--- config.mk ---
export PLATFORM = sky130hd
export DESIGN_NAME = logunit_flat
export DESIGN_NICKNAME = d
export VERILOG_FILES = /design/src/rtl/logunit_if.sv /design/src/rtl/logunit.sv /design/src/flat_wrapper.sv
export SDC_FILE = /design/constraint.sdc
export NUM_CORES = 1
export LEC_CHECK = 0
export BUFFER_PORTS_ARGS = -buffer_cell sky130_fd_sc_hd__buf_2
export CAP_MARGIN = 10
export CORE_ASPECT_RATIO = 1.1
export CORE_MARGIN = 3
export CORE_UTILIZATION = 45
export CTS_CLUSTER_DIAMETER = 40
export DETAILED_ROUTE_END_ITERATION = 6
export PLACE_DENSITY = 0.64
export REMOVE_ABC_BUFFERS = 1
export SETUP_SLACK_MARGIN = 0.1
export SLEW_MARGIN = 10
export SYNTH_ARGS = -nofsm -noshare
export SYNTH_HDL_FRONTEND = slang
export SYNTH_SLANG_ARGS = --single-unit
--- constraint.sdc ---
create_clock -name clk -period 5.7 [get_ports clk]
set_input_delay 0.285 -clock clk [delete_from_list [all_inputs] [get_ports clk]]
set_output_delay 0.285 -clock clk [all_outputs]
set_load 0.02 [all_outputs]
--- src/rtl/logunit_if.sv ---
// Valid/ready stream bundle for the logunit: fp16 operand in, fp16 ln(a) plus {invalid, divzero} out.
interface logunit_if;
    logic        in_valid;
    logic        in_ready;
    logic [15:0] a;
    logic        out_valid;
    logic        out_ready;
    logic [15:0] z;
    logic [1:0]  flags;

    modport master (output in_valid, a, out_ready, input in_ready, out_valid, z, flags);
    modport slave  (input in_valid, a, out_ready, output in_ready, out_valid, z, flags);
endinterface

--- src/rtl/logunit.sv ---
// logunit: pipelined fp16 z = ln(a) as e*ln2 + table ln(1.m); LOGUNIT_INTERP_EN adds linear interpolation.
// Latency 3 cycles from accept to out_valid, one operand per cycle.
// Backpressure: out_valid & ~out_ready freezes every stage; in_ready = ~out_valid | out_ready.
module logunit #(
    parameter int          ACC_W   = 22,
    parameter logic [15:0] LN2_Q16 = 16'd45426
) (
    input  logic     clk,
    input  logic     reset,
    logunit_if.slave io
);
    localparam int KW = $clog2(ACC_W);
    localparam logic signed [ACC_W-1:0] LN2_W = $signed(ACC_W'(LN2_Q16));

    logic adv;
    assign adv         = ~io.out_valid | io.out_ready;
    assign io.in_ready = adv;

    function automatic logic [15:0] ln_tab(input logic [4:0] k);
        case (k)
            5'd0:    ln_tab = 16'd0;
            5'd1:    ln_tab = 16'd3973;
            5'd2:    ln_tab = 16'd7719;
            5'd3:    ln_tab = 16'd11262;
            5'd4:    ln_tab = 16'd14624;
            5'd5:    ln_tab = 16'd17821;
            5'd6:    ln_tab = 16'd20870;
            5'd7:    ln_tab = 16'd23783;
            5'd8:    ln_tab = 16'd26573;
            5'd9:    ln_tab = 16'd29248;
            5'd10:   ln_tab = 16'd31818;
            5'd11:   ln_tab = 16'd34292;
            5'd12:   ln_tab = 16'd36675;
            5'd13:   ln_tab = 16'd38975;
            5'd14:   ln_tab = 16'd41196;
            5'd15:   ln_tab = 16'd43345;
            default: ln_tab = 16'd45426;
        endcase
    endfunction

    // S1 decode: operands that never reach the fixed-point path are resolved here.
    logic        a_s;
    logic [4:0]  a_e;
    logic [9:0]  a_m;
    logic        d_spc;
    logic [15:0] d_z;
    logic [1:0]  d_fl;

    assign a_s = io.a[15];
    assign a_e = io.a[14:10];
    assign a_m = io.a[9:0];

    always_comb begin
        d_spc = 1'b0;
        d_z   = 16'h7E00;
        d_fl  = 2'b10;
        if (a_e == 5'd0) begin
            d_spc = 1'b1;
            d_z   = 16'hFC00;
            d_fl  = 2'b01;
        end else if (a_s || (a_e == 5'd31 && a_m != 10'd0)) begin
            d_spc = 1'b1;
        end else if (a_e == 5'd31) begin
            d_spc = 1'b1;
            d_z   = 16'h7C00;
            d_fl  = 2'b00;
        end
    end

    logic               v1, v2, v3;
    logic               s1_spc, s2_spc, s3_spc;
    logic [15:0]        s1_z, s2_z, s3_z;
    logic [1:0]         s1_fl, s2_fl, s3_fl;
    logic signed [5:0]  s1_e;
    logic [3:0]         s1_i;
`ifdef LOGUNIT_INTERP_EN
    logic [5:0]         s1_f;
`endif
    logic signed [ACC_W-1:0] s2_sum;
    logic               s3_sgn;
    logic [ACC_W-1:0]   s3_mag;
    logic [KW-1:0]      s3_k;

    // S2 evaluation: lnm = ln(1.m) in Q16, plus e*ln2.
    logic [16:0] lnm;
`ifdef LOGUNIT_INTERP_EN
    logic [15:0] l_lo, l_hi, l_dif;
    logic [21:0] l_prd;
    always_comb begin
        l_lo  = ln_tab({1'b0, s1_i});
        l_hi  = ln_tab({1'b0, s1_i} + 5'd1);
        l_dif = l_hi - l_lo;
        l_prd = {6'd0, l_dif} * {16'd0, s1_f};
        lnm   = {1'b0, l_lo} + 17'(l_prd >> 6);
    end
`else
    assign lnm = {1'b0, ln_tab({1'b0, s1_i})};
`endif

    logic signed [ACC_W-1:0] e_w, p, sum_d;
    assign e_w   = ACC_W'(s1_e);
    assign p     = e_w * LN2_W;
    assign sum_d = p + $signed(ACC_W'(lnm));

    // S3: magnitude and leading-one position, then normalise into fp16.
    logic [ACC_W-1:0] mag_d;
    logic [KW-1:0]    k_d;
    always_comb begin
        mag_d = s2_sum[ACC_W-1] ? $unsigned(-s2_sum) : $unsigned(s2_sum);
        k_d   = '0;
        for (int b = 0; b < ACC_W; b++) begin
            if (mag_d[b]) k_d = KW'(b);
        end
    end

    logic [9:0]  mant;
    logic [15:0] z_d;
    always_comb begin
        mant = (s3_k >= KW'(10)) ? 10'(s3_mag >> (s3_k - KW'(10)))
                                 : 10'(s3_mag << (KW'(10) - s3_k));
        if (s3_spc)
            z_d = s3_z;
        else if (s3_k < KW'(2))
            z_d = {s3_sgn, 15'd0};
        else
            z_d = {s3_sgn, 5'(s3_k - KW'(1)), mant};
    end

    always_ff @(posedge clk) begin
        if (reset) begin
            v1           <= 1'b0;
            v2           <= 1'b0;
            v3           <= 1'b0;
            io.out_valid <= 1'b0;
            io.z         <= 16'h0000;
            io.flags     <= 2'b00;
        end else if (adv) begin
            v1           <= io.in_valid;
            v2           <= v1;
            v3           <= v2;
            io.out_valid <= v3;
            if (v3) begin
                io.z     <= z_d;
                io.flags <= s3_spc ? s3_fl : 2'b00;
            end
        end
    end

    always_ff @(posedge clk) begin
        if (adv) begin
            if (io.in_valid) begin
                s1_spc <= d_spc;
                s1_z   <= d_z;
                s1_fl  <= d_fl;
                s1_e   <= $signed({1'b0, a_e}) - 6'sd15;
                s1_i   <= a_m[9:6];
`ifdef LOGUNIT_INTERP_EN
                s1_f   <= a_m[5:0];
`endif
            end
            s2_spc <= s1_spc;
            s2_z   <= s1_z;
            s2_fl  <= s1_fl;
            s2_sum <= sum_d;
            s3_spc <= s2_spc;
            s3_z   <= s2_z;
            s3_fl  <= s2_fl;
            s3_sgn <= s2_sum[ACC_W-1];
            s3_mag <= mag_d;
            s3_k   <= k_d;
        end
    end
endmodule

--- src/flat_wrapper.sv ---
// flat-port wrapper written by rule: the top's interface ports become plain ports
module logunit_flat 
#(
    parameter int          ACC_W   = 22,
    parameter logic [15:0] LN2_Q16 = 16'd45426
)
  (clk, reset, io_in_valid, io_a, io_out_ready, io_in_ready, io_out_valid, io_z, io_flags);
  logunit_if io_i ();
  input  logic clk;
  input  logic reset;
  input wire logic [$bits(io_i.in_valid)-1:0] io_in_valid;
  input wire logic [$bits(io_i.a)-1:0] io_a;
  input wire logic [$bits(io_i.out_ready)-1:0] io_out_ready;
  output wire logic [$bits(io_i.in_ready)-1:0] io_in_ready;
  output wire logic [$bits(io_i.out_valid)-1:0] io_out_valid;
  output wire logic [$bits(io_i.z)-1:0] io_z;
  output wire logic [$bits(io_i.flags)-1:0] io_flags;
  assign io_i.in_valid = io_in_valid;
  assign io_i.a = io_a;
  assign io_i.out_ready = io_out_ready;
  assign io_in_ready = io_i.in_ready;
  assign io_out_valid = io_i.out_valid;
  assign io_z = io_i.z;
  assign io_flags = io_i.flags;
  logunit #(.ACC_W(ACC_W), .LN2_Q16(LN2_Q16)) u_core (.clk(clk), .reset(reset), .io(io_i));
endmodule
* Word-level counts from Yosys, hierarchy flattened *
Memories as Yosys holds them, arrays and structs flattened. A register that Yosys moved wholly into a read port is not among the register bits.
Index checks and enable logic that the tools add are counted.

word-level totals
  ROM bits = 256
  input port bits = 20
  bits in latches = 0
  bits in writable memories = 0
  output and inout bits = 20
  memories kept = 1
  bits in registers = 139
  word-level logic and storage cells = 79

memory list
  memory            words  width  rd ports  clocked after Yosys merged registers in  wr ports  RTL line       source
  (name not given)  16     16     1         1                                        0         logunit.sv:20  case (k)

operators by class
  div/mod/pow operators = 0
  muxes and demuxes = 31
  add/subtract/negate cells = 6
  shift-type cells = 2
  order comparisons = 2
  bitwise operators = 2
  equality and inequality tests = 1
  reductions and logical operators = 9
  multipliers = 1

operators with widths
  cell                     number
  $mux W4                  9
  $mux W16                 2
  $mux W3                  8
  $add A22 B17 Y22         1
  $mux W22                 1
  $neg A22 Y22             1
  $shl A22 B5 Y10          1
  $shr A22 B5 Y10          1
  $mul A6 B16 Y21 const B  1
  $mux W10                 2
  $mux W15                 1
  $mux W2                  5
  $reduce_bool A10 Y1      1
  $reduce_or A6 Y1         1
  $sub A5 B4 Y6 const B    1
  $eq A5 B5 Y1 const B     1
  $ge A5 B4 Y1 const B     1
  $logic_not A5 Y1         1
  $lt A5 B2 Y1 const B     1
  $sub A4 B5 Y5 const A    1
  $sub A5 B1 Y5 const B    1
  $sub A5 B4 Y5 const B    1
  $reduce_and A2 Y1        2
  $reduce_or A2 Y1         2
  5 further kinds          7

* Logic depth before layout (Yosys ltp) *
Gate-level depths: netlist (run 1).

  word-level depth = 22
  depth in mapped cells = 20
  gate-level depth less buffers = 20

* Worst setup path after synthesis (run 1) *
No wires, ideal clock.

  path kind = register -> register
  from = reg u_core.s1_e[4]
  to = reg u_core.s2_sum[19] (data pin)
  slack = 351 ps
  setup time = 267 ps
  clock period less this slack = 5349 ps
  required time = 5433 ps
  cell stages (with the launch flop) = 18
  path buffers = 0
  arrival time = 5082 ps
  cells stage by stage = edfxtp_1 inv_1 fa_1 fa_1 inv_1 fa_1 ha_1 fa_1 a211o_1 a2111oi_0 nor2_1 nand2_1 xnor2_1 ha_1 or2_2 o31ai_1 nor3b_1 xor2_1

between the ends
  word-level cells in the longest chain between the ends = 2

ends and longest elaborated chain
  item                        RTL line        source
  from (decl)                 logunit.sv:74   logic signed [5:0] s1_e;
  from (signal assigned)      logunit.sv:155  s1_e <= $signed({1'b0, a_e}) - 6'sd15;
  $mul A6 B16 Y21             logunit.sv:102  assign p = e_w * LN2_W;
  $add A22 B17 Y22            logunit.sv:103  assign sum_d = p + $signed(ACC_W'(lnm));
  named net u_core.sum_d[19]  logunit.sv:100  logic signed [ACC_W-1:0] e_w, p, sum_d;
  to (signal assigned)        logunit.sv:164  s2_sum <= sum_d;
  to (decl)                   logunit.sv:79   logic signed [ACC_W-1:0] s2_sum;

The timed path passes the listed nets, and every way through them passes these cells.
A chain may end at the register's enable or synchronous reset.

* Final worst setup path (run 1) *
Same ends and word-level chain as after synthesis.

==> results.ini, run 1 <==
[clocking]
cts-root-buf=clkbuf_16
numCtsBuffers=9
path_clk_slew_ns=0.08
clk_latency_ns=0.36
clockBufferDepth=2
htree_levels=3
cts_sinks=107
cts_tree=built

[sta]
timing.slew.headroom_pct=35.4
worstMarginPinSlew_ns=0.943
fmax_ghz=0.191
finalWorstSetupSlack_ns=0.456
fin_crit_ns=5.24
worst_hold_slack_ns=0.148
tns_ns=0
period_share_pct=92.0
finClkSkew_ns=0.0149
rsz0062_at_grt=no
hold_viol=0
setup-violations-final=0
final_max_slew_viol_count=0

[power_and_ir_drop]
powerDensity_nw_per_um2=559
seqPwrFrac_pct=27.7
leakage_nw=3.70
internal-power_mw=2.83
finalPower_mw=4.92
clock_power_share_pct=13.1
p_sw_share_pct=42.5
comb_power_share_pct=59.1
vdd_drop_max_mv=0.219
power.net_switching_mw=2.09

[route]
ant_nets=0
initialDrtViolationCount=344
route.vias.total=5842
wl_per_cell_um=14.8
routed_wl_um=16100
drc=0
firstDrtPassIters=4
viasPerCell=5.39

[grt]
grt_max_degree=64
antenna_found_initial=0
grt_pass1_vias=5601
grt_pass1_wl_um=26400
overflow=0
track_usage_pct=16.6

[critical_path]
worst_ep_required_time_ns=5.79
cp_common_cell=fa_1
path_buf_inv=3
worstSetupPathType=flop to flop
crit_slowest_cell=fa_1
worstPathCellList=inv_2 > fa_1 > fa_1 > inv_1 > fa_1 > ha_1 > fa_1 > a211o_1 > a2111oi_1 > buf_4 > nor2_1 > nand2_1 > xnor2_1 > ha_1 > or2_2 > o31ai_2 > nor3b_1 > xor2_1
r2r_slack_ns=0.46
rr_endpoint=u_core.s2_sum[19]
critPathMaxFanout=4
critPathMaxStageDelay_ns=0.55
start_kind=flop
critical_path_arrival_ns=5.33
crit_family=adder cells
rr_startpoint=u_core.s1_e[4]
cp-end-kind=flop
r2r_cells=18

[final_layout]
drive_gt1_share_pct=12.6
antenna_cells=0
fin_cells=1083
layout_common_cells=ha_1, nor2_1, edfxtp_1
utilization_pct=51.0
nets=961
final_area_um2=8800
layout_commonest_cell=ha_1
area_growth_pct=9.48

[synthesis]
syn_inst=815
syn_avg_cell_area_um2=9.86
synthFlopType=edfxtp_1
yosysWarnings=0
ys_ff_latch=107
seq_area_frac_synth_pct=35.2
synthArstFlopShare_pct=0
ys_types=69
synth_edf_count=69
syn-cell-area_um2=8040

[placement]
numPortBuffers=39
hpwlAfterDp_um=12700
place_inst=1066
gp_congestion=0.923
dpl_cell_area_um2=8470
dpl_worst_slack_ns=0.164

[floorplanning]
die_y_um=146
row_count=50
core-area_um2=17300
io_pins=40
dieArea_um2=19500
start_util_pct=46.6
die_w_um=133

[job]
maxCapViolCount=0

[hold_path]
min_to=u_core.s1_i[1]
min_from=io_a[7]
holdPathStages=1
hp-class=input port to flop

[status]
outcome=finished, final reports clean

-- worst reg2reg max path: stages, from the launching register on --
cell and delay (ns):
edfxtp_1 0.40, inv_2 0.12, fa_1 0.47, fa_1 0.55
inv_1 0.05, fa_1 0.45, ha_1 0.35, fa_1 0.48
a211o_1 0.30, a2111oi_1 0.34, buf_4 0.18, nor2_1 0.04
nand2_1 0.08, xnor2_1 0.06, ha_1 0.22, or2_2 0.32
o31ai_2 0.31, nor3b_1 0.11, xor2_1 0.15
-- area by class of cell --
type,count,area [um^2]
Timing Repair Buffer,49,270
Fill cell,1620,8470
Multi-Input combinational cell,614,4850
Clock inverter,4,56.3
Inverter,63,236
Clock buffer,12,258
Tap cell,234,293
Sequential cell,107,2830
-- power by group through the flow --
stage	logic, mW	registers [mW]	clock network [mW]
6_report	2.91	1.37	0.646
5_1_grt	3.27	1.40	0.688
4_1_cts	2.91	1.36	0.661
3_5_place_dp	2.88	1.38	0
3_3_place_gp	2.86	1.37	0
2_1_floorplan	2.25	1.38	0
-- sequential cells by signal (all words and copies together), names as in the netlist, 2 cells and up --
signal / count
u_core.s2_sum: 22
u_core.s3_mag: 22
u_core.lnm: 16
u_core.s3_k: 5
u_core.s1_e: 6
u_core.io.z: 16
u_core.io.flags: 2
u_core.s1_i: 4
-- cell families (layout without fill, tap and decap cells) --
family	Yosys count	count (layout)	synth area share (%)
DFF	107	107	35.2
adders and majority gates	97	97	16.6
and+or+nand+nor	212	212	12.6
xor gates and xnor gates	57	57	6.21
buffers and inverters	94	128	4.55
AOI/OAI and AO/OA	192	192	15.8
muxes	56	56	9.01
-- what timing repair did --
action                     4_1_cts  5_1_grt
hold buffers                     0        0
gates resized for setup          0        5
setup endpoints to repair        0        6
setup buffers                    0        1
-- worst max-delay path by stage --
stage	from	slack, ns	cells after the start	endpoint
2_1_floorplan	u_core.s1_e[4]	0.35	17	u_core.s2_sum[19]
3_3_place_gp	u_core.s1_e[5]	0.20	18	u_core.s2_sum[21]
3_5_place_dp	u_core.s1_e[5]	0.16	18	u_core.s2_sum[21]
4_1_cts	u_core.s1_e[5]	0.14	18	u_core.s2_sum[21]
5_1_grt	u_core.s1_e[4]	0.13	19	u_core.s2_sum[19]
6_report	u_core.s1_e[4]	0.46	18	u_core.s2_sum[19]
-- per-layer routing --
layer	GRT usage [%]	vias up	routed length (um)
li1	-	3033	-
met1	19.4	2700	6930
met2	30.1	77	8280
met3	2.45	32	355
met4	7.15	0	503
met5	0	-	0
-- synth_stat cells, types with 9 or more instances --
| cell type | number | area, um^2 |
|---|---|---|
| a211oi_1 | 14 | 105 |
| a21oi_1 | 47 | 235 |
| clkbuf_1 | 24 | 90.1 |
| dfxtp_1 | 38 | 761 |
| edfxtp_1 | 69 | 2070 |
| fa_1 | 16 | 320 |
| ha_1 | 81 | 1010 |
| inv_1 | 63 | 236 |
| mux2_2 | 11 | 124 |
| mux2i_1 | 33 | 330 |
| mux4_2 | 12 | 270 |
| nand2_1 | 57 | 214 |
| nand3_1 | 19 | 95.1 |
| nor2_1 | 73 | 274 |
| nor3_1 | 9 | 45.0 |
| o21a_1 | 9 | 67.6 |
| o21ai_0 | 41 | 205 |
| o22ai_1 | 9 | 56.3 |
| o31ai_1 | 15 | 113 |
| xnor2_1 | 32 | 280 |
| xor2_1 | 25 | 219 |
(Power assumes the default switching activity.)
==> run 2: changes to the inputs <==
GPL_TIMING_DRIVEN = 0   (was unset)
HOLD_SLACK_MARGIN = 0.1   (was unset)
PLACE_DENSITY = 0.62   (was 0.64)
clock period = 5.25 ns   (was 5.7 ns; I/O delays follow)
==> run 2 against run 1 <==
  * Worst setup slack got worse by 0.29 ns
  * Clock power about the same
  * Largest power group unchanged
  * Maximum frequency up 3.2%
  * Final area up 2.1%
  * Critical path depth is 1 lower
==> results.ini, run 2 (synthesis results as in run 1) <==
[floorplanning]
die_w_um=133  ; unchanged
die_y_um=146  ; unchanged
start_util_pct=46.6  ; unchanged
dieArea_um2=19500  ; unchanged
io_pins=40  ; unchanged
row_count=50  ; unchanged
core-area_um2=17300  ; unchanged

[hold_path]
min_to=u_core.s1_i[3]  ; was u_core.s1_i[1]
holdPathStages=1  ; unchanged
min_from=io_a[9]  ; was io_a[7]
hp-class=input port to flop  ; unchanged

[final_layout]
top_regs=u_core.s2_sum (22), u_core.s3_mag (22)  ; unchanged
layout_commonest_cell=ha_1  ; unchanged
layout_common_cells=ha_1, nor2_1, edfxtp_1  ; unchanged
nets=968  ; was 961
drive_gt1_share_pct=15.8  ; was 12.6%
utilization_pct=52.0  ; was 51.0%
area_growth_pct=11.8  ; was 9.48%
antenna_cells=0  ; unchanged

[critical_path]
r2r_cells=17  ; was 18
crit_slowest_cell=fa_1  ; unchanged
worst_ep_required_time_ns=5.34  ; was 5.79 ns
r2r_slack_ns=0.17  ; was 0.46 ns
critPathMaxFanout=4  ; unchanged
rr_endpoint=u_core.s2_sum[17]  ; was u_core.s2_sum[19]
worstPathCellList=inv_2 > fa_2 > fa_1 > inv_1 > fa_1 > ha_4 > fa_2 > a211o_1 > a2111oi_4 > nor2_1 > nand2_1 > xnor2_1 > ha_2 > or2_2 > o31ai_4 > nor2b_1 > xor2_1  ; was inv_2 > fa_1 > fa_1 > inv_1 > fa_1 > ha_1 > fa_1 > a211o_1 > a2111oi_1 > buf_4 > nor2_1 > nand2_1 > xnor2_1 > ha_1 > or2_2 > o31ai_2 > nor3b_1 > xor2_1
worstSetupPathType=flop to flop  ; unchanged
rr_startpoint=u_core.s1_e[5]  ; was u_core.s1_e[4]
critical_path_arrival_ns=5.17  ; was 5.33 ns
critPathMaxStageDelay_ns=0.54  ; was 0.55 ns
cp-end-kind=flop  ; unchanged
start_kind=flop  ; unchanged

[grt]
overflow=0  ; unchanged
grt_pass1_wl_um=27900  ; was 26400 um
busiest_layer=met2  ; unchanged
grt_use_met2_pct=32.3  ; was 30.1%
use_met1_pct=20.8  ; was 19.4%
track_usage_pct=17.5  ; was 16.6%
grt_util_met3_pct=2.10  ; was 2.45%
grt_max_degree=65  ; was 64
antenna_found_initial=0  ; unchanged
grt_pass1_vias=5754  ; was 5601

[clocking]
cts_tree=built  ; unchanged
cts_sinks=107  ; unchanged
numCtsBuffers=9  ; unchanged
clockBufferDepth=2  ; unchanged
path_clk_slew_ns=0.07  ; was 0.08 ns
cts-root-buf=clkbuf_16  ; unchanged
clk_latency_ns=0.35  ; was 0.36 ns
htree_levels=3  ; unchanged

[placement]
gp_congestion=0.900  ; was 0.923
dpl_worst_slack_ns=-1.15  ; was 0.164 ns
numPortBuffers=39  ; unchanged
hpwlAfterDp_um=12900  ; was 12700 um

[power_and_ir_drop]
leakage_nw=3.76  ; was 3.70 nW
p_sw_share_pct=43.7  ; was 42.5%
vdd_drop_max_mv=0.206  ; was 0.219 mV
power.net_switching_mw=2.41  ; was 2.09 mW
comb_power_share_pct=60.5  ; was 59.1%
powerDensity_nw_per_um2=614  ; was 559 nW/um^2
finalPower_mw=5.51  ; was 4.92 mW
seqPwrFrac_pct=27.8  ; was 27.7%
internal-power_mw=3.10  ; was 2.83 mW
clock_power_share_pct=11.7  ; was 13.1%

[sta]
fin_crit_ns=5.08  ; was 5.24 ns
period_share_pct=96.8  ; was 92.0%
finalWorstSetupSlack_ns=0.170  ; was 0.456 ns
finClkSkew_ns=0.00987  ; was 0.0149 ns
fmax_ghz=0.197  ; was 0.191 GHz
setup-violations-final=0  ; unchanged
rsz0062_at_grt=yes  ; was no
hold_viol=0  ; unchanged
final_max_slew_viol_count=0  ; unchanged
timing.slew.headroom_pct=22.0  ; was 35.4%
worstMarginPinSlew_ns=1.17  ; was 0.943 ns

[job]
maxCapViolCount=0  ; unchanged

[route]
route.vias.total=5918  ; was 5842
firstDrtPassIters=5  ; was 4
viasPerCell=5.43  ; was 5.39
drc=0  ; unchanged
routed_wl_um=16800  ; was 16100 um
ant_nets=0  ; unchanged
wl_per_cell_um=15.4  ; was 14.8 um
initialDrtViolationCount=288  ; was 344

[status]
outcome=finished, final reports clean  ; unchanged

-- run 2: cell count changes in the layout (fill, tap and decap cells not counted), moves of 3 or more --
cell	previous run	this run
nor2_1	73	70
ha_1	81	77
nor2_2	1	4
ha_4	0	3
buf_4	10	13
-- run 2: what timing repair did --
action	CTS	global route
endpoints found under the hold margin	2	0
setup buffers	10	3
setup endpoints to repair	9	7
hold buffers	2	0
gates resized for setup	20	8
pin swaps	11	9
-- run 2: worst max-delay path by stage --
stage	from	slack [ns]	endpoint	cells after the start
after floorplan	u_core.s1_e[4]	-0.1	u_core.s2_sum[19]	17
after global placement	u_core.s1_e[5]	-1.10	u_core.s2_sum[21]	17
after detailed placement	u_core.s1_e[5]	-1.15	u_core.s2_sum[21]	17
after CTS	u_core.s1_e[5]	0.08	u_core.s2_sum[17]	19
after global routing	u_core.s1_e[5]	0.02	u_core.s2_sum[19]	19
final	u_core.s1_e[5]	0.17	u_core.s2_sum[17]	17
-- run 2: layout make-up --
type	instances	area, um^2
Inverter	63	236
Tap cell	234	293
Multi-Input combinational cell	614	5000
Fill cell	1581	8280
Sequential cell	107	2830
Clock inverter	7	48.8
Timing Repair Buffer	56	352
Clock buffer	9	225
-- run 2: worst max-delay path: cells and delay by family (launching register included) --
| kind | cells | cell delay [ns] |
|---|---|---|
| simple gates | 4 | 0.63 |
| compound gates | 3 | 1.06 |
| buf+inv | 2 | 0.16 |
| flops | 1 | 0.44 |
| fa+ha+maj | 6 | 2.30 |
| xor+xnor | 2 | 0.25 |
-- run 2: layer usage --
metal,share of wire (%),routed length [um]
met1,43,7220
met2,53,8830
met3,2.0,328
met4,2.2,373
met5,0,0
-- run 2: power groups by stage --
stage               Sequential, mW  Combinational (mW)  Clock, mW
global placement              1.57                3.06          0
finish                        1.53                3.34      0.646
floorplan                     1.50                2.44          0
detailed placement            1.58                3.10          0
CTS                           1.56                3.26      0.665
global route                  1.58                3.72      0.688
-- run 2: stage by stage --
step | instance area (um^2) | setup TNS [ns] | std cells | hold slack (ns)
final | 8990 | 0 | 1090 | 0.129
after global routing | 8990 | 0 | 1090 | 0.133
after CTS | 8900 | 0 | 1086 | 0.115
after detailed placement | 8420 | -6.30 | 1058 | 0.414
after global placement | 8400 | -6.56 | 1057 | 0.407
after floorplan | 7910 | -0.268 | 784 | 0.332
